**config.mk**
```make
export PLATFORM = sky130hd
export DESIGN_NAME = codificador_arbiter_flat
export DESIGN_NICKNAME = d
export VERILOG_FILES = /design/src/rtl/codificador_arbiter_pkg.sv /design/src/rtl/codificador_arbiter_if.sv /design/src/rtl/codificador_arbiter_rr_pick.sv /design/src/rtl/codificador_arbiter.sv /design/src/flat_wrapper.sv
export SDC_FILE = /design/constraint.sdc
export NUM_CORES = 1
export LEC_CHECK = 0
export CORE_MARGIN = 2
export CORE_UTILIZATION = 45
export DETAILED_ROUTE_END_ITERATION = 8
export PLACE_DENSITY = 0.76
export SLEW_MARGIN = 40
export SYNTH_ARGS = -nofsm -noshare
export SYNTH_HDL_FRONTEND = slang
export SYNTH_HIERARCHICAL = 1
export SYNTH_SLANG_ARGS = --single-unit
export TNS_END_PERCENT = 1
```
**constraint.sdc**
```tcl
create_clock -name clk -period 3.34 [get_ports clk]
set_clock_uncertainty 0.1 [all_clocks]
set_input_delay 0.501 -clock clk [delete_from_list [all_inputs] [get_ports clk]]
set_output_delay 0.501 -clock clk [all_outputs]
set_load 0.005 [all_outputs]
```
**src/rtl/codificador_arbiter_pkg.sv**
```systemverilog
// codificador_pkg: shared types and constants for the Codificador arbiter slice.
//   state_t   : arbiter FSM states (IDLE, CLEAR, LOAD, RESP)
//   CODE_W    : width of one requester nibble / encoder code
//   SETTLE_W  : width of the LOAD settle counter (SETTLE up to 15)
package codificador_pkg;

    localparam int CODE_W   = 4;
    localparam int SETTLE_W = 4;

    typedef enum logic [1:0] {
        IDLE  = 2'd0,
        CLEAR = 2'd1,
        LOAD  = 2'd2,
        RESP  = 2'd3
    } state_t;

endpackage

```
**src/rtl/codificador_arbiter_if.sv**
```systemverilog
// codificador_arbiter_if: requester-side and encoder-side signals of the arbiter.
//   req/req_data          : per-requester request level and nibble ([4i+3:4i])
//   gnt                   : one-hot grant pulse
//   rsp_valid/id/code     : response pulse, requester index, captured {S0,S1,S2,S3}
//   busy                  : arbiter not in IDLE
//   enc_a..d/ready/reset  : drive the shared Codificador
//   enc_s                 : Codificador outputs {S0,S1,S2,S3}
// Modports: master = arbiter side, slave = requesters plus encoder side.
interface codificador_arbiter_if
    import codificador_pkg::*;
#(
    parameter int N_REQ = 4
);
    localparam int ID_W = $clog2(N_REQ);

    logic [N_REQ-1:0]        req;
    logic [CODE_W*N_REQ-1:0] req_data;
    logic [N_REQ-1:0]        gnt;
    logic                    rsp_valid;
    logic [ID_W-1:0]         rsp_id;
    logic [CODE_W-1:0]       rsp_code;
    logic                    busy;
    logic                    enc_a;
    logic                    enc_b;
    logic                    enc_c;
    logic                    enc_d;
    logic                    enc_ready;
    logic                    enc_reset;
    logic [CODE_W-1:0]       enc_s;

    modport master (
        input  req, req_data, enc_s,
        output gnt, rsp_valid, rsp_id, rsp_code, busy,
               enc_a, enc_b, enc_c, enc_d, enc_ready, enc_reset
    );

    modport slave (
        output req, req_data, enc_s,
        input  gnt, rsp_valid, rsp_id, rsp_code, busy,
               enc_a, enc_b, enc_c, enc_d, enc_ready, enc_reset
    );

endinterface

```
**src/rtl/codificador_arbiter_rr_pick.sv**
```systemverilog
// codificador_rr_pick: combinational rotate-priority picker.
//   i_req     : request vector
//   i_ptr     : index granted last; search starts at i_ptr+1 and wraps
//   o_onehot  : one-hot winner
//   o_idx     : winner index
//   o_valid   : at least one request present
module codificador_rr_pick #(
    parameter int N_REQ = 4,
    parameter int ID_W  = $clog2(N_REQ)
) (
    input  logic [N_REQ-1:0] i_req,
    input  logic [ID_W-1:0]  i_ptr,
    output logic [N_REQ-1:0] o_onehot,
    output logic [ID_W-1:0]  o_idx,
    output logic             o_valid
);

    // Two passes replace a modulo rotate: first the indices above the
    // pointer, then from 0 upward, which covers the wrapped part.
    always_comb begin
        o_onehot = '0;
        o_idx    = '0;
        o_valid  = 1'b0;
        for (int i = 0; i < N_REQ; i++) begin
            if (!o_valid && (i > int'(i_ptr)) && i_req[i]) begin
                o_valid     = 1'b1;
                o_idx       = ID_W'(i);
                o_onehot[i] = 1'b1;
            end
        end
        for (int i = 0; i < N_REQ; i++) begin
            if (!o_valid && i_req[i]) begin
                o_valid     = 1'b1;
                o_idx       = ID_W'(i);
                o_onehot[i] = 1'b1;
            end
        end
    end

endmodule

```
**src/rtl/codificador_arbiter.sv**
```systemverilog
// codificador_arbiter: shares one Codificador among N_REQ requesters.
// Each grant runs CLEAR (encoder reset), SETTLE LOAD cycles (encoder ready),
// captures the encoder output and answers the requester in RESP.
//   clk     : rising-edge clock
//   reset_n : asynchronous active-low reset
//   bus     : codificador_arbiter_if.master (requester and encoder signals)
// Parameters: N_REQ (2..16), SETTLE (1..15).
// Macro CODIFICADOR_ARB_FIXED_PRIO_EN: lowest index always wins, no RR pointer.
module codificador_arbiter
    import codificador_pkg::*;
#(
    parameter int N_REQ  = 4,
    parameter int SETTLE = 1
) (
    input  logic clk,
    input  logic reset_n,
    codificador_arbiter_if.master bus
);

    localparam int ID_W = $clog2(N_REQ);
    localparam logic [SETTLE_W-1:0] LAST_LOAD = SETTLE_W'(SETTLE - 1);

    state_t              r_state;
    state_t              w_nextState;
    logic [ID_W-1:0]     r_idQ;
    logic [ID_W-1:0]     r_rspId;
    logic [ID_W-1:0]     w_ptr;
    logic [ID_W-1:0]     w_pickIdx;
    logic [N_REQ-1:0]    r_gntVec;
    logic [N_REQ-1:0]    w_pickOnehot;
    logic                w_pickValid;
    logic                w_grant;
    logic                w_lastLoad;
    logic [CODE_W-1:0]   r_dataQ;
    logic [CODE_W-1:0]   r_rspCode;
    logic [CODE_W-1:0]   w_pickData;
    logic [SETTLE_W-1:0] r_cnt;

`ifdef CODIFICADOR_ARB_FIXED_PRIO_EN
    assign w_ptr = ID_W'(N_REQ - 1);
`else
    logic [ID_W-1:0] r_ptr;

    // Round-robin pointer remembers the last granted index.
    always_ff @(posedge clk or negedge reset_n) begin
        if (!reset_n) begin
            r_ptr <= ID_W'(N_REQ - 1);
        end else if (w_grant) begin
            r_ptr <= w_pickIdx;
        end
    end

    assign w_ptr = r_ptr;
`endif

    codificador_rr_pick #(
        .N_REQ (N_REQ),
        .ID_W  (ID_W)
    ) u_pick (
        .i_req    (bus.req),
        .i_ptr    (w_ptr),
        .o_onehot (w_pickOnehot),
        .o_idx    (w_pickIdx),
        .o_valid  (w_pickValid)
    );

    // Select the winner's nibble from the packed request data.
    always_comb begin
        w_pickData = '0;
        for (int i = 0; i < N_REQ; i++) begin
            if (w_pickOnehot[i]) begin
                w_pickData = bus.req_data[i*CODE_W +: CODE_W];
            end
        end
    end

    // A grant can only start from IDLE or straight out of RESP.
    assign w_grant    = ((r_state == IDLE) || (r_state == RESP)) && w_pickValid;
    assign w_lastLoad = (r_state == LOAD) && (r_cnt == LAST_LOAD);

    // State register.
    always_ff @(posedge clk or negedge reset_n) begin
        if (!reset_n) begin
            r_state <= IDLE;
        end else begin
            r_state <= w_nextState;
        end
    end

    // Next-state logic.
    always_comb begin
        w_nextState = r_state;
        case (r_state)
            IDLE:    w_nextState = w_pickValid ? CLEAR : IDLE;
            CLEAR:   w_nextState = LOAD;
            LOAD:    w_nextState = w_lastLoad ? RESP : LOAD;
            RESP:    w_nextState = w_pickValid ? CLEAR : IDLE;
            default: w_nextState = IDLE;
        endcase
    end

    // Output decode; the encoder is held in reset whenever it is not loading
    // or being read back, including during the asynchronous reset.
    always_comb begin
        bus.gnt       = '0;
        bus.busy      = 1'b1;
        bus.enc_reset = 1'b1;
        bus.enc_ready = 1'b0;
        bus.rsp_valid = 1'b0;
        case (r_state)
            IDLE: begin
                bus.busy = 1'b0;
            end
            CLEAR: begin
                bus.gnt = r_gntVec;
            end
            LOAD: begin
                bus.enc_reset = 1'b0;
                bus.enc_ready = 1'b1;
            end
            RESP: begin
                bus.enc_reset = 1'b0;
                bus.rsp_valid = 1'b1;
            end
            default: begin
                bus.busy = 1'b0;
            end
        endcase
    end

    // LOAD cycle counter, idle at zero outside LOAD.
    always_ff @(posedge clk or negedge reset_n) begin
        if (!reset_n) begin
            r_cnt <= '0;
        end else if ((r_state == LOAD) && !w_lastLoad) begin
            r_cnt <= r_cnt + 1'b1;
        end else begin
            r_cnt <= '0;
        end
    end

    // Transaction registers: winner latched on grant, code captured at the
    // end of the last LOAD cycle and held until the next capture.
    always_ff @(posedge clk or negedge reset_n) begin
        if (!reset_n) begin
            r_idQ     <= '0;
            r_gntVec  <= '0;
            r_dataQ   <= '0;
            r_rspCode <= '0;
            r_rspId   <= '0;
        end else begin
            if (w_grant) begin
                r_idQ    <= w_pickIdx;
                r_gntVec <= w_pickOnehot;
                r_dataQ  <= w_pickData;
            end
            if (w_lastLoad) begin
                r_rspCode <= bus.enc_s;
                r_rspId   <= r_idQ;
            end
        end
    end

    assign bus.rsp_id   = r_rspId;
    assign bus.rsp_code = r_rspCode;
    assign {bus.enc_a, bus.enc_b, bus.enc_c, bus.enc_d} = r_dataQ;

endmodule

```
**src/flat_wrapper.sv**
```systemverilog
// flat-port wrapper written by rule: the top's interface ports become plain ports
module codificador_arbiter_flat import codificador_pkg::*;
#(
    parameter int N_REQ  = 4,
    parameter int SETTLE = 1
)
  (clk, reset_n, bus_req, bus_req_data, bus_enc_s, bus_gnt, bus_rsp_valid, bus_rsp_id, bus_rsp_code, bus_busy, bus_enc_a, bus_enc_b, bus_enc_c, bus_enc_d, bus_enc_ready, bus_enc_reset);
  codificador_arbiter_if #(.N_REQ(N_REQ)) bus_i ();
  input  logic clk;
  input  logic reset_n;
  input wire logic [$bits(bus_i.req)-1:0] bus_req;
  input wire logic [$bits(bus_i.req_data)-1:0] bus_req_data;
  input wire logic [$bits(bus_i.enc_s)-1:0] bus_enc_s;
  output wire logic [$bits(bus_i.gnt)-1:0] bus_gnt;
  output wire logic [$bits(bus_i.rsp_valid)-1:0] bus_rsp_valid;
  output wire logic [$bits(bus_i.rsp_id)-1:0] bus_rsp_id;
  output wire logic [$bits(bus_i.rsp_code)-1:0] bus_rsp_code;
  output wire logic [$bits(bus_i.busy)-1:0] bus_busy;
  output wire logic [$bits(bus_i.enc_a)-1:0] bus_enc_a;
  output wire logic [$bits(bus_i.enc_b)-1:0] bus_enc_b;
  output wire logic [$bits(bus_i.enc_c)-1:0] bus_enc_c;
  output wire logic [$bits(bus_i.enc_d)-1:0] bus_enc_d;
  output wire logic [$bits(bus_i.enc_ready)-1:0] bus_enc_ready;
  output wire logic [$bits(bus_i.enc_reset)-1:0] bus_enc_reset;
  assign bus_i.req = bus_req;
  assign bus_i.req_data = bus_req_data;
  assign bus_i.enc_s = bus_enc_s;
  assign bus_gnt = bus_i.gnt;
  assign bus_rsp_valid = bus_i.rsp_valid;
  assign bus_rsp_id = bus_i.rsp_id;
  assign bus_rsp_code = bus_i.rsp_code;
  assign bus_busy = bus_i.busy;
  assign bus_enc_a = bus_i.enc_a;
  assign bus_enc_b = bus_i.enc_b;
  assign bus_enc_c = bus_i.enc_c;
  assign bus_enc_d = bus_i.enc_d;
  assign bus_enc_ready = bus_i.enc_ready;
  assign bus_enc_reset = bus_i.enc_reset;
  codificador_arbiter #(.N_REQ(N_REQ), .SETTLE(SETTLE)) u_core (.clk(clk), .reset_n(reset_n), .bus(bus_i));
endmodule
```
==> PnR_summary.wiki <==
{| class="wikitable"
! Metric !! Value
|-
| Largest cells by area after synthesis || sky130_fd_sc_hd__dfrtp_1 (38%), sky130_fd_sc_hd__nand2_1 (6.5%), sky130_fd_sc_hd__mux2_4 (6.3%)
|-
| Layout filler cell count || between 200 and 300
|-
| Number of diodes || 0
|-
| DRT iter0 DRCs || 52
|-
| Clock tree root driver cell || sky130_fd_sc_hd__clkbuf_4
|-
| Share of total power in the clock network || 9.7%
|-
| Area of the core || 0.00305 sq mm
|-
| RR Endpoint || u_core/r_dataQ[3]
|-
| Worst slew pin tran || 671 ps
|-
| Reg power frac || 35.2%
|-
| DP Area || about 0.0018 sq mm
|-
| Final RePlAce weighted congestion || ~0.76
|-
| Initial DRT Pass Iterations || 5
|-
| Post-synthesis share of cell area spent on and, or, nand and nor gates || 20.5%
|-
| Clock transition at the registers of the reported paths || 120 ps
|-
| End point of the critical path || bus_enc_reset
|-
| Share of the synthesized area in the top cell type || 38.3%
|-
| Total clock sinks || 24
|-
| Reg2Reg Setup Slack || 1280 ps
|-
| Cell row count || 20
|-
| Half-perimeter wire length after detailed placement || 2.24 mm
|-
| Latest clock arrival within the worst-skew pair || 300 ps
|-
| Category of the worst setup path launch point || register
|-
| Synthesized area || 0.00144 sq mm
|-
| Final setup TNS || 0 ps
|-
| CTS HTree Levels || 1
|-
| Power Internal || 937 uW
|-
| Period Utilization, post-route || 69.9%
|-
| Number of nets with antenna violations after routing || 0
|-
| Wire length of the first global-routing pass || ~4.8 mm
|-
| Comb power frac || a little under three fifths
|-
| Ports || 44
|-
| Number of synthesized register bits || 24
|-
| Share of layout cells above drive strength 1 || between 8 and 9%
|-
| Worst slew margin relative to its limit || 55.2%
|-
| Final-report max-slew violation count || 0
|-
| Routed Wire Length || 2.92 mm
|-
| Main combinational cell family by area after synthesis || simple AND/OR/NAND/NOR gates
|-
| Max Buffers Root-to-Sink || 2
|-
| Initial antenna violation count || 0
|-
| Height of the die || 60.5 um
|-
| Overall track demand over capacity in global routing || 17.3%
|-
| Worst IR Drop VDD || 0.332 mV
|-
| Synth cell types || 38
|-
| Worst Hold Class || in -> async
|-
| Setup repair after global routing missed its margin || false
|-
| Floorplan die area || between 0.003 and 0.004 sq mm
|-
| Portion of netlist area occupied by mux cells || 6.27%
|-
| Setup Fix Bufs, Post-CTS || 0
|-
| Number of cells on the worst reg-to-reg path || 6
|-
| Synth Area in Adders || 6.10%
|-
| Largest net degree at the start of global routing || 25
|-
| Net switching fraction of the power || 37.2%
|-
| PD cells || 793 mW/mm^2
|-
| Psw || between 500 and 600 uW
|-
| Fraction of synthesized cell area in xor and xnor cells || 0.610%
|-
| Leak Pwr || roughly 0.00087 uW
|-
| Count of warnings emitted by yosys || 6
|-
| Number of endpoints failing setup at the final stage || 0
|-
| Share of synthesized area occupied by flip-flops and latches || 42.0%
|-
| Ordered list of cells on the worst path || inv_1 > ha_1 > nor2_1 > clkdlybuf4s50_1
|-
| TritonCTS clock tree || done
|-
| Synth Net Count || 184
|-
| Vias per cell || 5.03
|-
| Top fanout value on the critical path || 7
|-
| Final layout net count || 223
|-
| Number of global-route vias before repair || 1,119
|-
| Avg Cell Area, Syn || between 9 and 10 sq um
|-
| DRC violation count after routing || 0
|-
| Max-cap check violation count || 0
|-
| Width of the chip || between 60 and 70 um
|-
| I/O Buffers || 43
|-
| Max frequency || roughly 430 MHz
|-
| Leading area contributor after synthesis || sky130_fd_sc_hd__dfrtp_1
|-
| Launch point of the worst reg-to-reg path || u_core/r_ptr[1]
|-
| Finished Cell Area || 0.00188 sq mm
|-
| Overflow left after global routing || 0
|-
| Status || complete, no violations
|-
| Number of hold buffers added after cts || 0
|-
| Number of vias after detailed routing || approximately 1.2k
|-
| Final hold viol count || 0
|-
| Initial core utilization || 47.0%
|-
| Critical path data required time || 2740 ps
|-
| Final critical delay including setup and external delays || 2340 ps
|-
| Worst Path Arrival || 1730 ps
|-
| Gates resized, CTS repair || 0
|-
| Worst Path Class, Setup || reg -> out
|-
| CP Launch Point || u_core/r_state[0]
|-
| Delay contributed by the slowest stage of the critical path || 510 ps
|-
| Crit path capture type || primary output
|-
| Complex-gate fraction of the synthesized area || 16.6%
|-
| Worst path slowest cell || sky130_fd_sc_hd__clkdlybuf4s50_1
|-
| Layout-stage area growth over the synthesis result || 30.9%
|-
| Cell count after synthesis || 151
|-
| Number of buffers added by the clock tree synthesis step || 3
|-
| Average routed wire per standard cell || roughly 13 um
|}
## state kept, by name (all words and copies together) (netlist names)
signal / flops
u_core/bus.rsp_code: 4
u_core/r_cnt: 4
u_core/r_dataQ: 4
u_core/r_gntVec: 4
u_core/bus.rsp_id: 2
u_core/r_idQ: 2
u_core/r_ptr: 2
u_core/r_state: 2
## routing by layer
layer,share of wire (%),GRT usage (%)
met3,8.4,3.20
met1,42,19.9
met5,0,0
met2,48,31.1
met4,1.2,8.07
## critical path: cells and delay by family (launching register included)
family,cells,cell delay [ps]
adders and majority gates,1,270
and+or+nand+nor,1,140
buffers and inverters,2,590
DFF,1,420
## how the worst min path moves through the flow
stage / to
floorplan: u_core/bus.rsp_code[0]
global placement: u_core/r_gntVec[3]
detailed placement: u_core/r_gntVec[3]
CTS: u_core/bus.rsp_code[1]
global route: u_core/r_cnt[3]
finish: u_core/r_state[1]
## through the flow
stage | setup WS, ps | instances | util, % | hold slack [ps] | power [uW]
after floorplan | 1550 | 151 | - | 105 | 1050
after global placement | 934 | 229 | 60.6 | 353 | 1320
after detailed placement | 841 | 229 | 60.4 | 362 | 1350
after CTS | 946 | 233 | 61.6 | 54.4 | 1510
after global routing | 880 | 233 | 61.6 | 86.9 | 1620
final | 1000 | 233 | 61.6 | 51.3 | 1490
## power groups by stage
stage | Clock [uW] | Sequential (uW) | Combinational, uW
after floorplan | 0 | 493 | 557
after global placement | 0 | 522 | 802
after detailed placement | 0 | 531 | 823
after CTS | 154 | 526 | 827
after global routing | 163 | 544 | 916
final | 145 | 525 | 821
## placed cells by master (no fill, tap or decap), drive strengths merged
master	n
and2	6
nor2b	2
mux2	6
o221ai	1
a21oi	15
a2bb2oi	1
a211oi	2
o211a	1
dfrtp	22
clkdlybuf4s50	42
nor2	11
a21boi	2
o21bai	2
or2b	1
a221o	4
buf	1
xnor2	1
and3	2
o21ai	3
inv	11
o22ai	1
dfstp	2
clkbuf	4
o221a	1
and2b	2
o21a	1
nand2b	2
ha	7
and4bb	1
nand3	1
nand3b	5
or2	1
nand2	25
## synthesized netlist by cell type
cell type,number
sky130_fd_sc_hd__and2b_1,2
sky130_fd_sc_hd__ha_1,7
sky130_fd_sc_hd__clkbuf_1,2
sky130_fd_sc_hd__a211oi_2,1
sky130_fd_sc_hd__or2b_1,1
sky130_fd_sc_hd__or2_2,1
sky130_fd_sc_hd__o211a_1,1
sky130_fd_sc_hd__buf_2,3
sky130_fd_sc_hd__o21ai_0,2
sky130_fd_sc_hd__buf_4,1
sky130_fd_sc_hd__nand3_1,1
sky130_fd_sc_hd__o21bai_1,2
sky130_fd_sc_hd__a21boi_1,1
sky130_fd_sc_hd__buf_6,2
sky130_fd_sc_hd__nor2_1,11
sky130_fd_sc_hd__o221ai_1,1
sky130_fd_sc_hd__nand2_1,25
sky130_fd_sc_hd__a21oi_1,15
sky130_fd_sc_hd__a221o_1,4
sky130_fd_sc_hd__a2bb2oi_2,1
sky130_fd_sc_hd__o22ai_1,1
sky130_fd_sc_hd__and3_1,2
sky130_fd_sc_hd__o21a_1,1
sky130_fd_sc_hd__and4bb_1,1
sky130_fd_sc_hd__and2_1,6
sky130_fd_sc_hd__buf_12,1
sky130_fd_sc_hd__xnor2_1,1
sky130_fd_sc_hd__dfstp_2,2
sky130_fd_sc_hd__mux2_4,6
sky130_fd_sc_hd__o21ai_1,1
sky130_fd_sc_hd__o221a_1,1
sky130_fd_sc_hd__nor2b_1,2
sky130_fd_sc_hd__nand3b_1,5
sky130_fd_sc_hd__a21boi_0,1
sky130_fd_sc_hd__a211oi_1,1
sky130_fd_sc_hd__dfrtp_1,22
sky130_fd_sc_hd__inv_1,11
sky130_fd_sc_hd__nand2b_1,2
## area by class of cell
cell class              count  area [sq um]  share of cell area, %
multi-input cells         107           719                   38.3
inverters                  11          41.3                   2.20
repair buffers             43           425                   22.6
well taps                  44          55.1                   2.93
clock buffers               4          36.3                   1.93
flip-flops and latches     24           603                   32.1
## logic make-up (layout without fill, tap and decap cells)
logic type | after synthesis | count (layout)
XOR/XNOR | 1 | 1
multiplexers | 6 | 6
buffers and inverters | 20 | 58
flip-flops | 24 | 24
adder cells (fa/ha/maj) | 7 | 7
AO/OA/AOI/OAI | 34 | 34
AND/OR/NAND/NOR | 59 | 59
Power figures use the tool's default switching activity.
